<file path="src/rtl/ceyloniac_ram_arbiter.sv">
// ceyloniac_ram_arbiter: shares one RAM port between the core and an external req/gnt/ack requester.
// Optional forced grant against starvation: define CEYLONIAC_ARB_STARVE_EN.
module ceyloniac_ram_arbiter #(
    parameter int RAM_DATA_WIDTH = 32,
    parameter int RAM_ADDR_WIDTH = 16,
    parameter int MAX_BURST      = 4,
    parameter int STARVE_LIMIT   = 16
) (
    input  logic                      clk,
    input  logic                      reset,
    input  logic                      core_mem_read,
    input  logic                      core_mem_write,
    input  logic [RAM_ADDR_WIDTH-1:0] core_addr,
    input  logic [RAM_DATA_WIDTH-1:0] core_write_data,
    output logic [RAM_DATA_WIDTH-1:0] core_read_data,
    output logic                      core_stall,
    input  logic                      ext_req,
    input  logic                      ext_we,
    input  logic [RAM_ADDR_WIDTH-1:0] ext_addr,
    input  logic [RAM_DATA_WIDTH-1:0] ext_write_data,
    output logic                      ext_gnt,
    output logic                      ext_ack,
    output logic [RAM_DATA_WIDTH-1:0] ext_read_data,
    output logic [RAM_ADDR_WIDTH-1:0] ram_addr,
    output logic [RAM_DATA_WIDTH-1:0] ram_write_data,
    output logic                      ram_read_enable,
    output logic                      ram_write_enable,
    input  logic [RAM_DATA_WIDTH-1:0] ram_read_data,
    output logic [1:0]                owner
);
    typedef enum logic [1:0] {CORE = 2'b00, EXT_ISSUE = 2'b01, EXT_ACK = 2'b10} state_t;
    localparam int BW = $clog2(MAX_BURST + 1);

    state_t              state_q, state_d;
    logic [BW-1:0]       burst_cnt_q, burst_cnt_d;
    logic [RAM_DATA_WIDTH-1:0] rd_q, rd_d;
    logic                force_grant, go, in_issue, in_ack, in_core;

    assign in_core  = state_q == CORE;
    assign in_issue = state_q == EXT_ISSUE;
    assign in_ack   = state_q == EXT_ACK;

`ifdef CEYLONIAC_ARB_STARVE_EN
    localparam int WW = $clog2(STARVE_LIMIT + 1);
    logic [WW-1:0] wait_cnt_q, wait_cnt_d;
    assign force_grant = in_core && ext_req && wait_cnt_q == WW'(STARVE_LIMIT);
    // Counter only runs while waiting in CORE; any grant restarts it.
    assign wait_cnt_d  = (!in_core || go) ? '0 :
                         (ext_req && wait_cnt_q != WW'(STARVE_LIMIT)) ? wait_cnt_q + 1'b1 : wait_cnt_q;
    always_ff @(posedge clk)
        wait_cnt_q <= !reset ? '0 : wait_cnt_d;
`else
    logic unused_starve;
    assign unused_starve = STARVE_LIMIT > 0;
    assign force_grant   = 1'b0;
`endif

    assign go = in_core && ext_req && ((!core_mem_read && !core_mem_write) || force_grant);

    always_comb begin
        state_d     = state_q;
        burst_cnt_d = burst_cnt_q;
        case (state_q)
            CORE:      state_d = go ? EXT_ISSUE : CORE;
            EXT_ISSUE: state_d = EXT_ACK;
            EXT_ACK: begin
                if (ext_req && int'(burst_cnt_q) + 1 < MAX_BURST) begin
                    state_d     = EXT_ISSUE;
                    burst_cnt_d = burst_cnt_q + 1'b1;
                end else begin
                    state_d     = CORE;
                    burst_cnt_d = '0;
                end
            end
            default: begin
                state_d     = CORE;
                burst_cnt_d = '0;
            end
        endcase
    end

    assign rd_d = in_ack ? ram_read_data : rd_q;

    always_ff @(posedge clk) begin
        if (!reset) begin
            state_q     <= CORE;
            burst_cnt_q <= '0;
            rd_q        <= '0;
        end else begin
            state_q     <= state_d;
            burst_cnt_q <= burst_cnt_d;
            rd_q        <= rd_d;
        end
    end

    assign owner            = state_q;
    assign ext_gnt          = in_issue || in_ack;
    assign ext_ack          = in_ack && reset;
    assign core_stall       = ext_gnt || force_grant;
    assign core_read_data   = ram_read_data;
    // Read data is live from the RAM during the ack, then held from the capture register.
    assign ext_read_data    = in_ack ? ram_read_data : rd_q;
    assign ram_addr         = in_issue ? ext_addr : core_addr;
    assign ram_write_data   = in_issue ? ext_write_data : core_write_data;
    assign ram_read_enable  = reset && !force_grant && (in_issue ? !ext_we : in_core && core_mem_read);
    assign ram_write_enable = reset && !force_grant && (in_issue ? ext_we : in_core && core_mem_write);
endmodule
</file>
<file path="config.mk">
export PLATFORM = sky130hd
export DESIGN_NAME = ceyloniac_ram_arbiter
export DESIGN_NICKNAME = d
export VERILOG_FILES = /design/src/rtl/ceyloniac_ram_arbiter.sv
export SDC_FILE = /design/constraint.sdc
export NUM_CORES = 1
export LEC_CHECK = 0
export ABC_AREA = 1
export BUFFER_PORTS_ARGS = -buffer_cell sky130_fd_sc_hd__buf_2
export CORE_UTILIZATION = 25
export DETAILED_ROUTE_END_ITERATION = 7
export SETUP_SLACK_MARGIN = 0.2
export SKIP_LAST_GASP = 1
export SLEW_MARGIN = 20
export SYNTH_ARGS = -nofsm -noshare
export SYNTH_HDL_FRONTEND = slang
export SYNTH_SLANG_ARGS = --single-unit
</file>
<file path="constraint.sdc">
create_clock -name clk -period 1.68 [get_ports clk]
set_clock_uncertainty 0.2 [all_clocks]
set_input_delay 0.252 -clock clk [delete_from_list [all_inputs] [get_ports clk]]
set_output_delay 0.252 -clock clk [all_outputs]
set_load 0.005 [all_outputs]
</file>
# --- After elaboration in Yosys (flattened, before gate mapping) ---
# Index checks and enable logic that the tools add are counted.
word_totals:
  regBits: 37
  latchBits: 0
  ramBits: 0
  mem_bits_ro: 0
  out_inout_bits: 119
  elab_cells: 33
  memories: 0
op_classes:
  add_sub_neg: 2
  multipliers: 0
  div_mod_pow: 0
  order_cmp: 1
  n_eq_ne: 2
  shift: 0
  muxes: 10
  bitwise: 0
  reduce_logical: 15
op_table:
  columns: ["cell", "n"]
  rows:
  - ["two-way mux 32 bit", 2]
  - ["two-way mux 16 bit", 1]
  - ["logical AND 1 bit", 9]
  - ["one-hot mux 2 bit (3 select lines)", 1]
  - ["one-hot mux 3 bit (2 select lines)", 1]
  - ["adder 3 x 1 -> 4 bit (second input constant)", 1]
  - ["< comparator 4 x 3 -> 1 bit (second input constant)", 1]
  - ["two-way mux 1 bit", 4]
  - ["adder 3 x 1 -> 3 bit (second input constant)", 1]
  - ["logical NOT 1 bit", 3]
  - ["two-way mux 3 bit", 1]
  - ["equality test 2 x 1 -> 1 bit (second input constant)", 1]
  - ["equality test 2 bit (second input constant)", 1]
  - ["logical NOT 2 bit", 1]
  - ["OR reduction 2 bit", 1]
  - ["logical OR 1 bit", 1]

# --- Logic depth before layout (Yosys ltp) ---
# Gate-level depths: netlist of the first run.
logic_depth:
  word_depth: 5
  depth_mapped: 8
  ltp_nobuf: 6

# --- Worst setup path after synthesis of the first run ---
# Ideal clock, no wire load.
synth_timing:
  path_kind: "reg-to-output"
  startpoint: "reg state_q[1], in the netlist owner[1]"
  endpoint: "out ram_write_data[16]"
  arrival_ns: 1.146
  t_required_ns: 1.228
  slack_ns: 0.082
  stages_incl_launch_ff: 9
  path_cell_list: "dfxtp_1 -> inv_1 -> ha_1 -> buf_4 -> inv_2 -> buf_6 -> buf_6 -> nand2_1 -> nand2_1"
synth_via:
  elab_chain_cells: 2
synth_rtl:
  columns: ["element", "line_no", "source"]
  rows:
  - ["start: declaration", "34", "state_t state_q, state_d;"]
  - ["start signal: assignment", "90", "state_q <= state_d;"]
  - ["equality test 2 x 1 -> 1 bit", "40", "assign in_issue = state_q == EXT_ISSUE;"]
  - ["two-way mux 32 bit", "104", "assign ram_write_data = in_issue ? ext_write_data : core_write_data;"]
  - ["end: declaration", "25", "output logic [RAM_DATA_WIDTH-1:0] ram_write_data,"]
# No other way between the ends.

# --- Final worst setup path of the first run ---
layout_timing:
  startpoint: "reg state_q[1], in the netlist owner[1]"
  endpoint: "out ram_write_data[25]"
# The elaborated chain is that of the path after synthesis.

==> results.sh, run 1 <==
export IMPL_synthArstFlopShare_pct=0
export IMPL_core_area_um2=9280
export IMPL_power_frac_seq_pct=42.2
export IMPL_synth_edf_count=0
export IMPL_n_antenna_cell=0
export IMPL_fin_util_pct=45.8
export IMPL_hold_viol=0
export IMPL_synth_area_um2=2410
export IMPL_ys_warnings_count=0
export IMPL_final_max_slew_viol_count=0
export IMPL_io_pins=253
export IMPL_wirelength_mm=8.80
export IMPL_arrival_ns=1.44
export IMPL_combPwrFrac_pct=30.3
export IMPL_violations="setup timing"
export IMPL_cts_tree="yes"
export IMPL_hold_path_depth=3
export IMPL_syn_area_per_cell_um2=5.96
export IMPL_r2r_cells=7
export IMPL_dr_pass1_iters=6
export IMPL_grt_pass1_wl_mm=12.7
export IMPL_nets=774
export IMPL_gp_congestion=0.826
export IMPL_grt_pass1_vias=2789
export IMPL_internal_power_w=0.00151
export IMPL_postSynthCellCount=404
export IMPL_dpl_hpwl_mm=7.09
export IMPL_clk_latency_ns=0.28
export IMPL_cap_violations=0
export IMPL_cp_required_ns=1.23
export IMPL_die_area_um2=10000
export IMPL_setup_tns_final_ns=-14.11
export IMPL_placed_area_um2=3620
export IMPL_drc_errors=0
export IMPL_path_cells="inv_4 > ha_4 > buf_12 > buf_12 > nand2_1 > nand2_1 > buf_2"
export IMPL_cts_hold_repair_buffers=0
export IMPL_areaGrowthSynthToFinish_pct=76.5
export IMPL_wl_per_cell_um=11.5
export IMPL_p_sw_w=0.000600
export IMPL_ir_drop_mv=0.303
export IMPL_max_clock_path_buffers=2
export IMPL_status="finished, violations left"
export IMPL_ys_seq_area_share_pct=30.8
export IMPL_cts_max_level=2
export IMPL_ys_top_cells_by_count="249 x nand2_1, 37 x buf_4, 37 x dfxtp_1"
export IMPL_startpoint_type="flip-flop"
export IMPL_crit_type="flip-flop to output pin"
export IMPL_antenna_found_initial=0
export IMPL_dr_first_iter_drc_count=33
export IMPL_final_antenna_net_count=0
export IMPL_vias=3209
export IMPL_syn_num_nets=543
export IMPL_globalRouteOverflowTotal=0
export IMPL_yosysTopAreaCell="nand2_1"
export IMPL_endpoint_kind="output pin"
export IMPL_setup_viol=85
export IMPL_worst_pin_slew_ns=0.324
export IMPL_drive_gt1_share_pct=55.0
export IMPL_via_per_inst=4.19
export IMPL_hold_class="primary input to flip-flop"
export IMPL_portBuffers=252
export IMPL_cp_max_fo=8
export IMPL_ys_types=16
export IMPL_fin_area_um2=4250
export IMPL_final_cells=765
export IMPL_initial_utilization_pct=25.9
export IMPL_cts_root_buffer="clkbuf_8"
export IMPL_cts_buffers=5
export IMPL_timing_fmax_ghz=0.528
export IMPL_power_share_clock_pct=27.5
export IMPL_cp_num_cells=7
export IMPL_setup_ws_ns=-0.214
export IMPL_min_period_ns=1.89
export IMPL_yosysMostFrequentCell="nand2_1"
export IMPL_die_w_um=100
export IMPL_switching_share_pct=28.4
export IMPL_cts_sinks=37
export IMPL_pwr_density_cell_nw_per_um2=496
export IMPL_ys_ff_latch=37
export IMPL_track_usage_pct=16.1
export IMPL_rsz0062_at_grt="true"
export IMPL_crit_family="buffers and inverters"
export IMPL_maxSlewHeadroom_pct=78.4
export IMPL_synth_main_ff_cell="dfxtp_1"
export IMPL_synth_top_area_share_pct=38.8
export IMPL_die_h_um=100
export IMPL_leakage_nw=2.58
export IMPL_rows=35
export IMPL_synth_area_leaders="nand2_1 39%, dfxtp_1 31%, buf_4 12%"
export IMPL_grt_max_degree=33
export IMPL_slowest_delay_ns=0.36
export IMPL_fin_crit_sh_pct=113
export IMPL_path_clk_slew_ns=0.07
export IMPL_crit_slowest_cell="dfxtp_4"
export IMPL_worst_path_buf_inv=4
export IMPL_dpl_cell_count=747
[final cells by class]
cell class / count / area (µm²)
clock buffer: 5 / 68.8
clock inverter: 3 / 17.5
fill: 1007 / 5030
inverter: 10 / 60.1
multi-input combinational: 303 / 1490
sequential: 37 / 748
tap: 129 / 161
timing repair buffer: 278 / 1710
[timing repair]
action                                  in CTS  in global routing
setup buffers                                3                  1
pin swaps                                   10                 31
gates cloned                                 3                  3
endpoints found under the setup margin      98                 95
resized for setup                           48                 56
[through the flow]
| stage | power (W) | worst slack [ns] | hold slack (ns) |
|---|---|---|---|
| 6_report | 0.00211 | -0.214 | 0.0427 |
| 5_1_grt | 0.00225 | -0.281 | 0.0400 |
| 4_1_cts | 0.00210 | -0.202 | 0.0303 |
| 3_5_place_dp | 0.00145 | -0.0349 | 0.262 |
| 3_3_place_gp | 0.00145 | 0.00888 | 0.256 |
| 2_1_floorplan | 0.00115 | 0.180 | 0.150 |
[placed cells by master (no fill, tap or decap), types with 3 or more instances in the layout]
cell type / n
clkbuf_16: 3
buf_2: 245
nor2_1: 3
buf_6: 9
nand2_4: 16
clkbuf_8: 5
buf_8: 3
a21oi_2: 3
buf_16: 3
nand3_1: 5
inv_1: 4
inv_2: 3
nand2_2: 32
dfxtp_1: 35
a21oi_1: 33
nand2_1: 201
buf_12: 5
buf_4: 10
[routing by layer]
metal | vias to the layer above | track usage [%] | routed length [µm]
met4 | 0 | 6.02 | 245
li1 | 1668 | - | -
met2 | 153 | 31.1 | 4620
met1 | 1373 | 16.8 | 3290
met5 | - | 0 | 0
met3 | 15 | 3.76 | 634
[power by group through the flow]
| stage | logic (W) | registers, W | clock network (W) |
|---|---|---|---|
| after global placement | 0.000536 | 0.000912 | 0 |
| after floorplan | 0.000239 | 0.000912 | 0 |
| after global routing | 0.000699 | 0.000891 | 0.000658 |
| after detailed placement | 0.000540 | 0.000913 | 0 |
| final | 0.000639 | 0.000891 | 0.000580 |
| after CTS | 0.000594 | 0.000891 | 0.000615 |
[logic make-up after synthesis]
logic type,synth area share (%)
AO/OA/AOI/OAI,8.42
AND/OR/NAND/NOR,40.8
flip-flops,30.8
adder cells (fa/ha/maj),2.60
buffers and inverters,17.4
[worst min-delay path: stages]
cell and delay, ns:
buf_2 0.10, nand2_1 0.06, a21oi_1 0.06
[final timing paths]
kind | startpoint | to | slack, ns
max | owner[1] | ram_write_data[25] | -0.21
min | ram_read_data[30] | rd_q[30] | 0.04
max reg2reg | owner[1] | burst_cnt_q[0] | 0.16
min reg2reg | rd_q[23] | rd_q[23] | 0.27
[sequential cells by signal (all words and copies together), names as in the netlist]
name / count
burst_cnt_q: 3
owner: 2
rd_q: 32
Note: power is estimated with default switching activity, not from simulation.
==> inputs of run 2 (changes only) <==
--- a/config.mk
+++ b/config.mk
@@ -9,6 +9,7 @@
 export BUFFER_PORTS_ARGS = -buffer_cell sky130_fd_sc_hd__buf_2
 export CORE_UTILIZATION = 25
 export DETAILED_ROUTE_END_ITERATION = 7
+export RECOVER_POWER = 25
 export SETUP_SLACK_MARGIN = 0.2
 export SKIP_LAST_GASP = 1
 export SLEW_MARGIN = 20
==> constraint.sdc (replaced) <==
create_clock -name clk -period 2.3 [get_ports clk]
set_clock_uncertainty 0.2 [all_clocks]
set_input_delay 0.345 -clock clk [delete_from_list [all_inputs] [get_ports clk]]
set_output_delay 0.345 -clock clk [all_outputs]
set_load 0.005 [all_outputs]
==> run 2 against run 1 <==
  * The run now ends clean
  * Core utilization fell by 5.4 points
  * Total power fell by 24%
  * First-iteration DRC count rose by 85%
  * Register-to-register slack improved by 0.59 ns
==> results.sh, run 2 (synthesis results as in run 1) <==
export IMPL_setup_viol=0
export IMPL_grt_pass1_vias=2648
export IMPL_worst_path_buf_inv=3
export IMPL_rows=35
export IMPL_pwr_density_cell_nw_per_um2=431
export IMPL_cts_tree="yes"
export IMPL_dpl_cell_count=737
export IMPL_largest_reg_flops=32
export IMPL_placed_area_um2=3500
export IMPL_nets=757
export IMPL_leakage_nw=2.27
export IMPL_antenna_found_initial=0
export IMPL_core_area_um2=9280
export IMPL_final_cells=748
export IMPL_maxSlewHeadroom_pct=84.0
export IMPL_dpl_hpwl_mm=6.84
export IMPL_reg2reg_slack_ns=0.75
export IMPL_path_cells="inv_2 > ha_1 > nor2_2 > inv_1 > nand2_1 > nor2_1 > buf_2"
export IMPL_slowest_delay_ns=0.44
export IMPL_n_antenna_cell=0
export IMPL_initial_utilization_pct=25.9
export IMPL_track_usage_pct=15.8
export IMPL_final_max_slew_viol_count=0
export IMPL_gp_congestion=0.827
export IMPL_grt_max_degree=35
export IMPL_ir_drop_mv=0.186
export IMPL_final_common_cell="nand2_1"
export IMPL_min_delay_start="ram_read_data[30]"
export IMPL_io_pins=253
export IMPL_clk_latency_ns=0.29
export IMPL_die_w_um=100
export IMPL_hold_viol=0
export IMPL_min_period_ns=2.07
export IMPL_most_common_layout_cells="249 x nand2_1, 236 x buf_2, 36 x dfxtp_1"
export IMPL_fin_hold_ws_ns=0.130
export IMPL_max_clock_path_buffers=2
export IMPL_fin_util_pct=40.3
export IMPL_vias=3127
export IMPL_drc_errors=0
export IMPL_fin_area_um2=3740
export IMPL_final_antenna_net_count=0
export IMPL_endpoint_kind="output pin"
export IMPL_fin_crit_sh_pct=90.2
export IMPL_worst_pin_slew_ns=0.239
export IMPL_areaGrowthSynthToFinish_pct=55.5
export IMPL_largest_register="rd_q"
export IMPL_cts_buffers=5
export IMPL_crit_type="flip-flop to output pin"
export IMPL_nFillCells=1056
export IMPL_cp_max_fo=4
export IMPL_r2r_cells=7
export IMPL_cp_required_ns=1.75
export IMPL_wl_per_cell_um=11.4
export IMPL_status="complete, no violations"
export IMPL_via_per_inst=4.18
export IMPL_portBuffers=252
export IMPL_dr_pass1_iters=5
export IMPL_die_area_um2=10000
export IMPL_cts_root_buffer="clkbuf_8"
export IMPL_cts_sinks=37
export IMPL_cap_violations=0
export IMPL_multi_input_area_um2=1270
export IMPL_wirelength_mm=8.54
export IMPL_crit_family="flip-flops"
export IMPL_cts_max_level=2
export IMPL_grt_pass1_wl_mm=12.3
export IMPL_setup_tns_final_ns=0
export IMPL_register_area_um2=744
export IMPL_hold_class="primary input to flip-flop"
export IMPL_globalRouteOverflowTotal=0
export IMPL_rsz0062_at_grt="true"
export IMPL_timing_fmax_ghz=0.482
export IMPL_die_h_um=100
export IMPL_hold_end="rd_q[30]"
export IMPL_drive_gt1_share_pct=42.5
export IMPL_r2r_start="owner[0]"
export IMPL_rr_endpoint="owner[0]"
export IMPL_crit_slowest_cell="dfxtp_1"
export IMPL_dr_first_iter_drc_count=61
export IMPL_hold_path_depth=3
export IMPL_path_clk_slew_ns=0.07
export IMPL_arrival_ns=1.53
export IMPL_startpoint_type="flip-flop"
-- run 2: cell types whose count changed in the layout (fill, tap and decap cells not counted), sizes merged --
cell and change:
clkbuf +15, clkinv -3, bufinv +2, inv +1
buf -32
-- run 2: how the worst max path moves through the flow --
stage / cells after the start / from / to / slack (ns)
global route: 7 / owner[0] / ram_read_enable / 0.09
finish: 7 / owner[0] / ram_read_enable / 0.23
global placement: 6 / owner[0] / ext_read_data[18] / 0.30
floorplan: 8 / owner[1] / ram_write_data[16] / 0.61
CTS: 7 / owner[1] / ram_write_data[30] / 0.17
detailed placement: 6 / owner[0] / ext_read_data[18] / 0.26
-- run 2: layer usage --
layer  up-vias  GRT usage [%]  routed length, µm
met1      1322           15.6               3230
li1       1634              -                  -
met3        13           4.67                761
met5         -              0                  0
met2       158           30.7               4370
met4         0           5.80                176
-- run 2: layout make-up --
class                      instances  area share [%]
multi-input combinational        303            34.0
sequential                        37            19.9
clock buffer                       6            2.21
tap                              129            4.31
timing repair buffer             260            36.5
clock inverter                     2            1.00
timing repair inverter             1           0.234
inverter                          10            1.84
-- run 2: metrics by stage --
step                setup WS, ns  total power (W)
floorplan                  0.609         0.000838
global placement           0.303          0.00104
detailed placement         0.264          0.00104
CTS                        0.165          0.00164
global route              0.0898          0.00171
finish                     0.225          0.00161
-- run 2: report_power, final --
part	switching [W]	leakage [nW]	internal, W
Sequential	0.00000327	0.299	0.000648
Combinational	0.000184	1.92	0.000197
Clock	0.000228	0.0574	0.000352
-- run 2: repair_timing --
item | 4_1_cts | 5_1_grt
buffers inserted | 0 | 1
hold buffers | 0 | 0
hold endpoints to repair | 0 | 0
gates resized for setup | 13 | 13
gates cloned | 1 | 1
setup endpoints to repair | 76 | 83
pin swaps | 0 | 1
-- run 2: worst min-delay path, stage by stage --
cell and delay, ns:
clkbuf_1 0.09, nand2_1 0.07, a21oi_1 0.06
